File: config.mk
export PLATFORM = sky130hd
export DESIGN_NAME = cnn_mac_seq_flat
export DESIGN_NICKNAME = d
export VERILOG_FILES = /design/src/rtl/cnn_mac_seq_if.sv /design/src/rtl/cnn_mac_seq.sv /design/src/flat_wrapper.sv
export SDC_FILE = /design/constraint.sdc
export NUM_CORES = 1
export LEC_CHECK = 0
export CAP_MARGIN = 40
export CORE_UTILIZATION = 40
export CTS_CLUSTER_SIZE = 16
export DETAILED_ROUTE_END_ITERATION = 10
export PLACE_DENSITY = 0.59
export SYNTH_ARGS = -nofsm -noshare
export SYNTH_HDL_FRONTEND = slang
export SYNTH_SLANG_ARGS = --single-unit
File: constraint.sdc
create_clock -name ap_clk -period 3.3 [get_ports ap_clk]
set_clock_uncertainty 0.15 [all_clocks]
set_input_delay 0.825 -clock ap_clk [delete_from_list [all_inputs] [get_ports ap_clk]]
set_output_delay 0.825 -clock ap_clk [all_outputs]
set_load 0.02 [all_outputs]
File: src/rtl/cnn_mac_seq_if.sv
// Handshake, data and external-multiplier signals of the sequential CNN MAC.
// The slave view belongs to the MAC; the master view drives it.
interface cnn_mac_seq_if;
  logic               ap_start;
  logic               ap_done;
  logic               ap_idle;
  logic               ap_ready;
  logic               in_valid;
  logic               in_ready;
  logic signed [7:0]  w_in;
  logic signed [13:0] x_in;
  logic signed [7:0]  mul_din0;
  logic signed [13:0] mul_din1;
  logic signed [21:0] mul_dout;
  logic signed [13:0] res;
  logic               res_ovf;

  modport slave (
    input  ap_start, in_valid, w_in, x_in, mul_dout,
    output ap_done, ap_idle, ap_ready, in_ready, mul_din0, mul_din1, res, res_ovf
  );

  modport master (
    output ap_start, in_valid, w_in, x_in, mul_dout,
    input  ap_done, ap_idle, ap_ready, in_ready, mul_din0, mul_din1, res, res_ovf
  );
endinterface

File: src/rtl/cnn_mac_seq.sv
// Sequential dot-product MAC: LEN weight/activation pairs through an external
// multiplier, accumulated at full precision, floor-shifted and saturated to 14 bits.
module cnn_mac_seq #(
  parameter int LEN   = 25,
  parameter int SHIFT = 7
) (
  input  logic         ap_clk,
  input  logic         ap_rst,
  cnn_mac_seq_if.slave bus
);

  localparam int COEF_W = 8;
  localparam int DATA_W = 14;
  localparam int PROD_W = COEF_W + DATA_W;
  localparam int ACC_W  = PROD_W + $clog2(LEN);
  localparam int CNT_W  = $clog2(LEN + 1);

  localparam logic signed [ACC_W-1:0] RES_MAX = ACC_W'(8191);
  localparam logic signed [ACC_W-1:0] RES_MIN = -ACC_W'(8192);

  typedef enum logic [1:0] {IDLE, RUN, DRAIN, DONE} state_t;

  state_t                   state;
  logic [CNT_W-1:0]         count;
  logic signed [PROD_W-1:0] prod_p1;
  logic                     vld_p1;
  logic signed [ACC_W-1:0]  acc_p2;
  logic signed [DATA_W-1:0] res_p3;
  logic                     ovf_p3;

  logic                     accept;
  logic                     last;
  logic signed [ACC_W-1:0]  acc_final;
  logic [DATA_W:0]          sat_res;

  // Returns {clamped, value}; >>> on a signed operand floors toward -inf.
  function automatic logic [DATA_W:0] sat14(input logic signed [ACC_W-1:0] v);
    logic signed [ACC_W-1:0] sh;
    sh = v >>> SHIFT;
    if (sh > RES_MAX)      sat14 = {1'b1, DATA_W'(8191)};
    else if (sh < RES_MIN) sat14 = {1'b1, DATA_W'(-8192)};
    else                   sat14 = {1'b0, sh[DATA_W-1:0]};
  endfunction

  assign accept    = (state == RUN) && bus.in_valid;
  assign last      = accept && (count == CNT_W'(LEN - 1));
  assign acc_final = acc_p2 + ACC_W'(prod_p1);
  assign sat_res   = sat14(acc_final);

  assign bus.mul_din0 = bus.w_in;
  assign bus.mul_din1 = bus.x_in;
  assign bus.in_ready = (state == RUN);
  assign bus.ap_idle  = (state == IDLE);
  assign bus.ap_done  = (state == DONE);
  assign bus.ap_ready = last;
  assign bus.res      = res_p3;
  assign bus.res_ovf  = ovf_p3;

  always_ff @(posedge ap_clk or posedge ap_rst) begin
    if (ap_rst) begin
      state   <= IDLE;
      count   <= '0;
      prod_p1 <= '0;
      vld_p1  <= 1'b0;
      acc_p2  <= '0;
      res_p3  <= '0;
      ovf_p3  <= 1'b0;
    end else begin
      case (state)
        IDLE: begin
          if (bus.ap_start) begin
            state  <= RUN;
            acc_p2 <= '0;
            count  <= '0;
            vld_p1 <= 1'b0;
          end
        end
        RUN: begin
          // Stage p1 -> p2: fold the previous product while capturing the next.
          if (vld_p1) acc_p2 <= acc_final;
          if (accept) begin
            prod_p1 <= bus.mul_dout;
            vld_p1  <= 1'b1;
            count   <= count + CNT_W'(1);
          end else begin
            vld_p1  <= 1'b0;
          end
          if (last) state <= DRAIN;
        end
        DRAIN: begin
          // Stage p2 -> p3: the final product is always pending here.
          acc_p2 <= acc_final;
          res_p3 <= sat_res[DATA_W-1:0];
          ovf_p3 <= sat_res[DATA_W];
          vld_p1 <= 1'b0;
          state  <= DONE;
        end
        DONE: state <= IDLE;
        default: state <= IDLE;
      endcase
    end
  end

endmodule

File: src/flat_wrapper.sv
// flat-port wrapper written by rule: the top's interface ports become plain ports
module cnn_mac_seq_flat 
#(
  parameter int LEN   = 25,
  parameter int SHIFT = 7
)
  (ap_clk, ap_rst, bus_ap_start, bus_in_valid, bus_w_in, bus_x_in, bus_mul_dout, bus_ap_done, bus_ap_idle, bus_ap_ready, bus_in_ready, bus_mul_din0, bus_mul_din1, bus_res, bus_res_ovf);
  cnn_mac_seq_if bus_i ();
  input  logic ap_clk;
  input  logic ap_rst;
  input wire logic [$bits(bus_i.ap_start)-1:0] bus_ap_start;
  input wire logic [$bits(bus_i.in_valid)-1:0] bus_in_valid;
  input wire logic [$bits(bus_i.w_in)-1:0] bus_w_in;
  input wire logic [$bits(bus_i.x_in)-1:0] bus_x_in;
  input wire logic [$bits(bus_i.mul_dout)-1:0] bus_mul_dout;
  output wire logic [$bits(bus_i.ap_done)-1:0] bus_ap_done;
  output wire logic [$bits(bus_i.ap_idle)-1:0] bus_ap_idle;
  output wire logic [$bits(bus_i.ap_ready)-1:0] bus_ap_ready;
  output wire logic [$bits(bus_i.in_ready)-1:0] bus_in_ready;
  output wire logic [$bits(bus_i.mul_din0)-1:0] bus_mul_din0;
  output wire logic [$bits(bus_i.mul_din1)-1:0] bus_mul_din1;
  output wire logic [$bits(bus_i.res)-1:0] bus_res;
  output wire logic [$bits(bus_i.res_ovf)-1:0] bus_res_ovf;
  assign bus_i.ap_start = bus_ap_start;
  assign bus_i.in_valid = bus_in_valid;
  assign bus_i.w_in = bus_w_in;
  assign bus_i.x_in = bus_x_in;
  assign bus_i.mul_dout = bus_mul_dout;
  assign bus_ap_done = bus_i.ap_done;
  assign bus_ap_idle = bus_i.ap_idle;
  assign bus_ap_ready = bus_i.ap_ready;
  assign bus_in_ready = bus_i.in_ready;
  assign bus_mul_din0 = bus_i.mul_din0;
  assign bus_mul_din1 = bus_i.mul_din1;
  assign bus_res = bus_i.res;
  assign bus_res_ovf = bus_i.res_ovf;
  cnn_mac_seq #(.LEN(LEN), .SHIFT(SHIFT)) u_core (.ap_clk(ap_clk), .ap_rst(ap_rst), .bus(bus_i));
endmodule
# Yosys cells after proc, flatten, opt, wreduce, memory -nomap -nowiden

Cells that the tools add are included.

Add/subtract/negate cells: 2
Order comparisons: 2
Equality and inequality tests: 8
Multiplexer cells: 14
Reductions and logical operators: 10

Operators by type and width:

| operator             | number |
|---|---|
| $pmux 27 s3          | 1 |
| $mux 27              | 2 |
| $mux 15              | 2 |
| $add 27x22->27       | 1 |
| $gt 20x14->1 const B | 1 |
| $lt 20x14->1 const B | 1 |
| $mux 5               | 2 |
| $pmux 5 s2           | 1 |
| $pmux 2 s4           | 1 |
| $reduce_and 2->1     | 3 |
| $reduce_and 3->1     | 2 |
| $add 5x1->5 const B  | 1 |
| $eq 5x5->1 const B   | 1 |
| $eq 2x2->1 const B   | 2 |
| $mux 2               | 2 |
| $ne 2x1->1 const B   | 2 |
| $ne 2x2->1 const B   | 2 |
| $pmux 1 s3           | 1 |
| $reduce_bool 3->1    | 1 |
| $eq 2x1->1 const B   | 1 |
| $logic_and 1x1->1    | 2 |
| $logic_not 2->1      | 1 |
| $mux 1               | 2 |
| $reduce_bool 2->1    | 1 |

Register bits: 72
Input bits: 48
Output and inout bits: 41
Logic and storage cells: 43

# Longest topological paths before layout

Word-level depth: 5
Mapped depth: 11
Depth with buffers taken out: 10

# Least setup slack after synthesis

No wires, ideal clock.

Path type: register to register
From: register u_core.acc_p2[0]
To: register u_core.res_p3[0] (netlist: u_core.bus.res[0])
Setup time: 0.128 ns
Data arrival time: 2.702 ns
Required time: 3.022 ns
Slack: 0.320 ns
Cell stages (with the launch flop): 12
Buffers on the path: 1
Clock period less this slack: 2.980 ns
Path through: dfrtp_1 ha_1 fa_1 a21o_1 a221o_2 a211oi_2 a21oi_2 xnor2_4 o2111ai_4 buf_6 nor3_2 o211ai_2

Longest elaborated chain between the ends: 4
Elaborated cells between the ends (all ways): 5
Those cells by class: add/sub: 1; order compare: 2; mux: 2

Ends and longest elaborated chain:

| element                | line              | text |
|---|---|---|
| from (decl)            | cnn_mac_seq.sv:27 | `logic signed [ACC_W-1:0] acc_p2;` |
| from (signal assigned) | cnn_mac_seq.sv:80 | `if (vld_p1) acc_p2 <= acc_final;` |
| from (signal assigned) | cnn_mac_seq.sv:92 | `acc_p2 <= acc_final;` |
| $add 27x22->27 *       | cnn_mac_seq.sv:47 | `assign acc_final = acc_p2 + ACC_W'(prod_p1);` |
| $lt 20x14->1           | cnn_mac_seq.sv:41 | `else if (sh < RES_MIN) sat14 = {1'b1, DATA_W'(-8192)};` |
| $mux 15                | cnn_mac_seq.sv:41 |  |
| $mux 15 *              | cnn_mac_seq.sv:40 | `if (sh > RES_MAX) sat14 = {1'b1, DATA_W'(8191)};` |
| to (signal assigned)   | cnn_mac_seq.sv:93 | `res_p3 <= sat_res[DATA_W-1:0];` |
| to (decl)              | cnn_mac_seq.sv:28 | `logic signed [DATA_W-1:0] res_p3;` |

Mark *: on every way between the ends. The rest lies on a longest branch, timed or not.
A chain may end at the register's enable or synchronous reset.

# Final worst setup path

From: register u_core.prod_p1[0]
To: register u_core.res_p3[6] (netlist: u_core.bus.res[6])

Longest elaborated chain between the ends: 4
Elaborated cells between the ends (all ways): 5
Those cells by class: add/sub: 1; order compare: 2; mux: 2

Ends and longest elaborated chain:

| element                | line              | text |
|---|---|---|
| from (decl)            | cnn_mac_seq.sv:25 | `logic signed [PROD_W-1:0] prod_p1;` |
| from (signal assigned) | cnn_mac_seq.sv:82 | `prod_p1 <= bus.mul_dout;` |
| $add 27x22->27 *       | cnn_mac_seq.sv:47 |  |
| $lt 20x14->1           | cnn_mac_seq.sv:41 |  |
| $mux 15                | cnn_mac_seq.sv:41 |  |
| $mux 15 *              | cnn_mac_seq.sv:40 |  |

Marks and branches as above.

==> summary.txt <==
Placed design
  – DP Area: 5810 um^2
  – Final HPWL DP: 9270 um
  – Port Buffer Count: 44
  – Final GP Congestion: 0.904

Setup path
  – Crit. End Element: register
  – Cell Chain, Critical Path: ha_2 > fa_2 > a21o_1 > a221o_2 > and4_4 > o211ai_1 > o2111ai_2 > nor4_4 > buf_6 > buf_12 > nand3_2 > o211ai_1
  – R2r setup slk: -0.03 ns
  – Worst Path Buf+Inv: 2
  – Crit path from: u_core.prod_p1[0]
  – Critical path's most frequent cell: o211ai_1
  – Worst path depth: 12
  – Setup crit start kind: register
  – Critical path required time: 3.41 ns
  – CP max FO: 7
  – Critical Path AT: 3.44 ns
  – RR Endpoint: u_core.bus.res[6]
  – CP delay by family, top: compound AO/OA/AOI/OAI gates
  – Worst Reg2Reg Path Length in Cells: 12
  – Slowest stage cell, crit path: a221o_2
  – Worst setup path category: reg -> reg
  – Reg-to-Reg Start: u_core.prod_p1[0]
  – CP peak stage delay: 0.44 ns

Detailed routing
  – Post-route ant nets: 0
  – DR vias/cell: 5.50
  – Routed Wire Length: 12600 um
  – WL/cell: 16.5 um
  – Drt initial violations: 260
  – First-pass DRT Iterations: 4
  – Routed vias: 4199
  – Post-route DRC: 0

Synth
  – Post-synthesis cell count: 548
  – Post-synthesis simple-gate area fraction: 0.199
  – Synth Area in Adders: 0.0806
  – Synth Area in Compound Gates: 0.208
  – Yosys warnings: 0
  – Syn_nets: 629
  – Syn avg cell area: 9.51 um^2
  – Largest family of logic cells by synthesized area: compound AO/OA/AOI/OAI gates
  – Ys flop type: dfrtp_1
  – Netlist cell types: 70
  – Seq/Total Area, Yosys: 0.346
  – Mux share of post-synthesis cell area: 0.0538
  – Synthesized flop and latch total: 72
  – Async SR Flop Fraction: 1.00
  – Synth Cell Area: 5210 um^2
  – EDFF count, synth: 0
  – XOR/XNOR Fraction of Synth Area: 0.0470

STA
  – Final hold vios: 0
  – Slew @ Worst Pin: 0.571 ns
  – Fmax: 301 MHz
  – PnR worst setup slack: -0.0253 ns
  – RSZ-0062 raised after global routing: true
  – Final setup viols: 10
  – Relative slew slack: 0.619
  – Fin. max-slew vios: 0
  – Final hold slack: 0.343 ns
  – Tcrit/Tclk final: 1.01
  – Post-route minimum period: 3.33 ns

Clock network
  – H-tree levels: 3
  – CTS clk-pin slew, worst paths: 0.06 ns
  – Worst skew pair latency: 0.35 ns
  – Inserted Clock Buffers: 9
  – Sink Count: 72
  – CTS Root Cell: clkbuf_16
  – Clk buf depth: 2
  – CTS tree: yes

Floorplanning
  – Die ar.: 13500 um^2
  – Initial core utilization: 0.411
  – # rows: 41
  – Die W: 116 um
  – Die height: 116 um
  – Core Box Area: 12700 um^2
  – I/O pins: 89

Run
  – Max_cap viols: 0

Global route
  – GRT overflow: 0
  – First-pass GRT wire length: 20400 um
  – Vias in the first global route: 3945
  – GR Util All Layers: 0.198
  – Largest net degree at the start of global routing: 33
  – Initial antenna violation count: 0

Hold path
  – Hold path depth: 2
  – Worst hold endpoint: u_core.acc_p2[0]
  – Worst min path class: reg -> reg
  – Worst Min Path Start: u_core.acc_p2[0]

Final layout
  – # fillers: 1214
  – Layout area overhead: 20.3%
  – Design area: 6270 um^2
  – Ant. Diodes: 0
  – Ratio of cells with drive above 1 in the final layout: 0.227
  – Commonest non-fill, non-tap cells in the layout: 72 x dfrtp_1, 58 x nand2_1, 42 x clkdlybuf4s50_1
  – Commonest non-fill, non-tap cell in the layout: dfrtp_1
  – Final #Nets: 667

Outcome
  – Status: finished, violations left
  – Failing checks: negative setup slack
[cell families (layout without fill, tap and decap cells)]
logic type	Yosys count	after routing
xor gates and xnor gates	25	25
DFF	72	72
and+or+nand+nor	190	190
AOI/OAI and AO/OA	143	143
buffers and inverters	60	103
adders and majority gates	33	33
muxes	25	25
[per-stage QoR]
step                      setup WS [ns]  utilization  setup TNS (ns)  cells
final                           -0.0253        0.495          -0.145    763
after global routing             -0.173        0.495           -2.05    763
after global placement           -0.395        0.459          -0.395    739
after CTS                       0.00624        0.484               0    755
after floorplan                   0.320            -               0    548
after detailed placement         -0.436        0.459          -0.436    739
[worst min-delay path: stages (launching register included)]
cell and delay (ns):
dfrtp_1 0.35, nand2_1 0.05, o21ai_0 0.06
[cell usage after synthesis, drive strengths merged (3+ instances only)]
cell type	n	share of area
a211oi	4	0.0077
nand3	21	0.030
and2	3	0.0036
a21o	5	0.0074
nand2b	3	0.0036
nand4	10	0.013
a31o	3	0.0050
xnor2	12	0.025
inv	14	0.010
a31oi	3	0.0036
o31ai	6	0.0086
xor2	13	0.022
buf	38	0.050
o21ai	34	0.033
nor2b	15	0.018
mux2	24	0.052
and3	9	0.011
o2111ai	3	0.0084
ha	32	0.077
clkbuf	8	0.0058
nor3	22	0.032
a22o	15	0.025
and4	4	0.0072
o211ai	18	0.036
dfrtp	72	0.35
nand2	60	0.044
nor2	38	0.027
a21oi	33	0.034
[layer usage]
| metal | global-route usage | part of all wire | up-vias |
|---|---|---|---|
| met2 | 0.312 | 0.46 | 76 |
| met3 | 0.0322 | 0.039 | 18 |
| met1 | 0.274 | 0.49 | 2049 |
| met5 | 0 | 0 | - |
| li1 | - | - | 2056 |
| met4 | 0.0752 | 0.013 | 0 |
[what timing repair did]
action / 4_1_cts / 5_1_grt
endpoints found under the setup margin: 1 / 15
resized for setup: 4 / 12
hold buffers: 0 / 0
gates cloned: 0 / 2
buffers inserted: 0 / 6
pin swaps: 0 / 24
[final cells by class]
| class | instances | area [um^2] | area share |
|---|---|---|---|
| clock buffer | 12 | 267 | 0.0425 |
| clock inverter | 4 | 51.3 | 0.00818 |
| inverter | 14 | 52.6 | 0.00838 |
| multi-input combinational | 416 | 3110 | 0.497 |
| sequential | 72 | 1800 | 0.287 |
| tap | 172 | 215 | 0.0343 |
| timing repair buffer | 73 | 769 | 0.123 |
[state kept, by name (all words and copies together), names as in the netlist]
signal / count
u_core.bus.res_ovf: 1
u_core.count: 5
u_core.bus.res: 14
u_core.acc_p2: 27
u_core.state: 2
u_core.prod_p1: 22
u_core.vld_p1: 1
[worst max-delay path by stage]
stage	endpoint	slack (ns)
final	u_core.bus.res[6]	-0.03
after floorplan	u_core.bus.res[0]	0.32
after detailed placement	bus_ap_ready	-0.44
after global placement	bus_ap_ready	-0.39
after global routing	u_core.bus.res[6]	-0.17
after CTS	bus_ap_ready	0.006
Power is left out: the tool's default activity adds up to more than one toggle a clock period on the data nets, which glitch-free logic cannot reach.
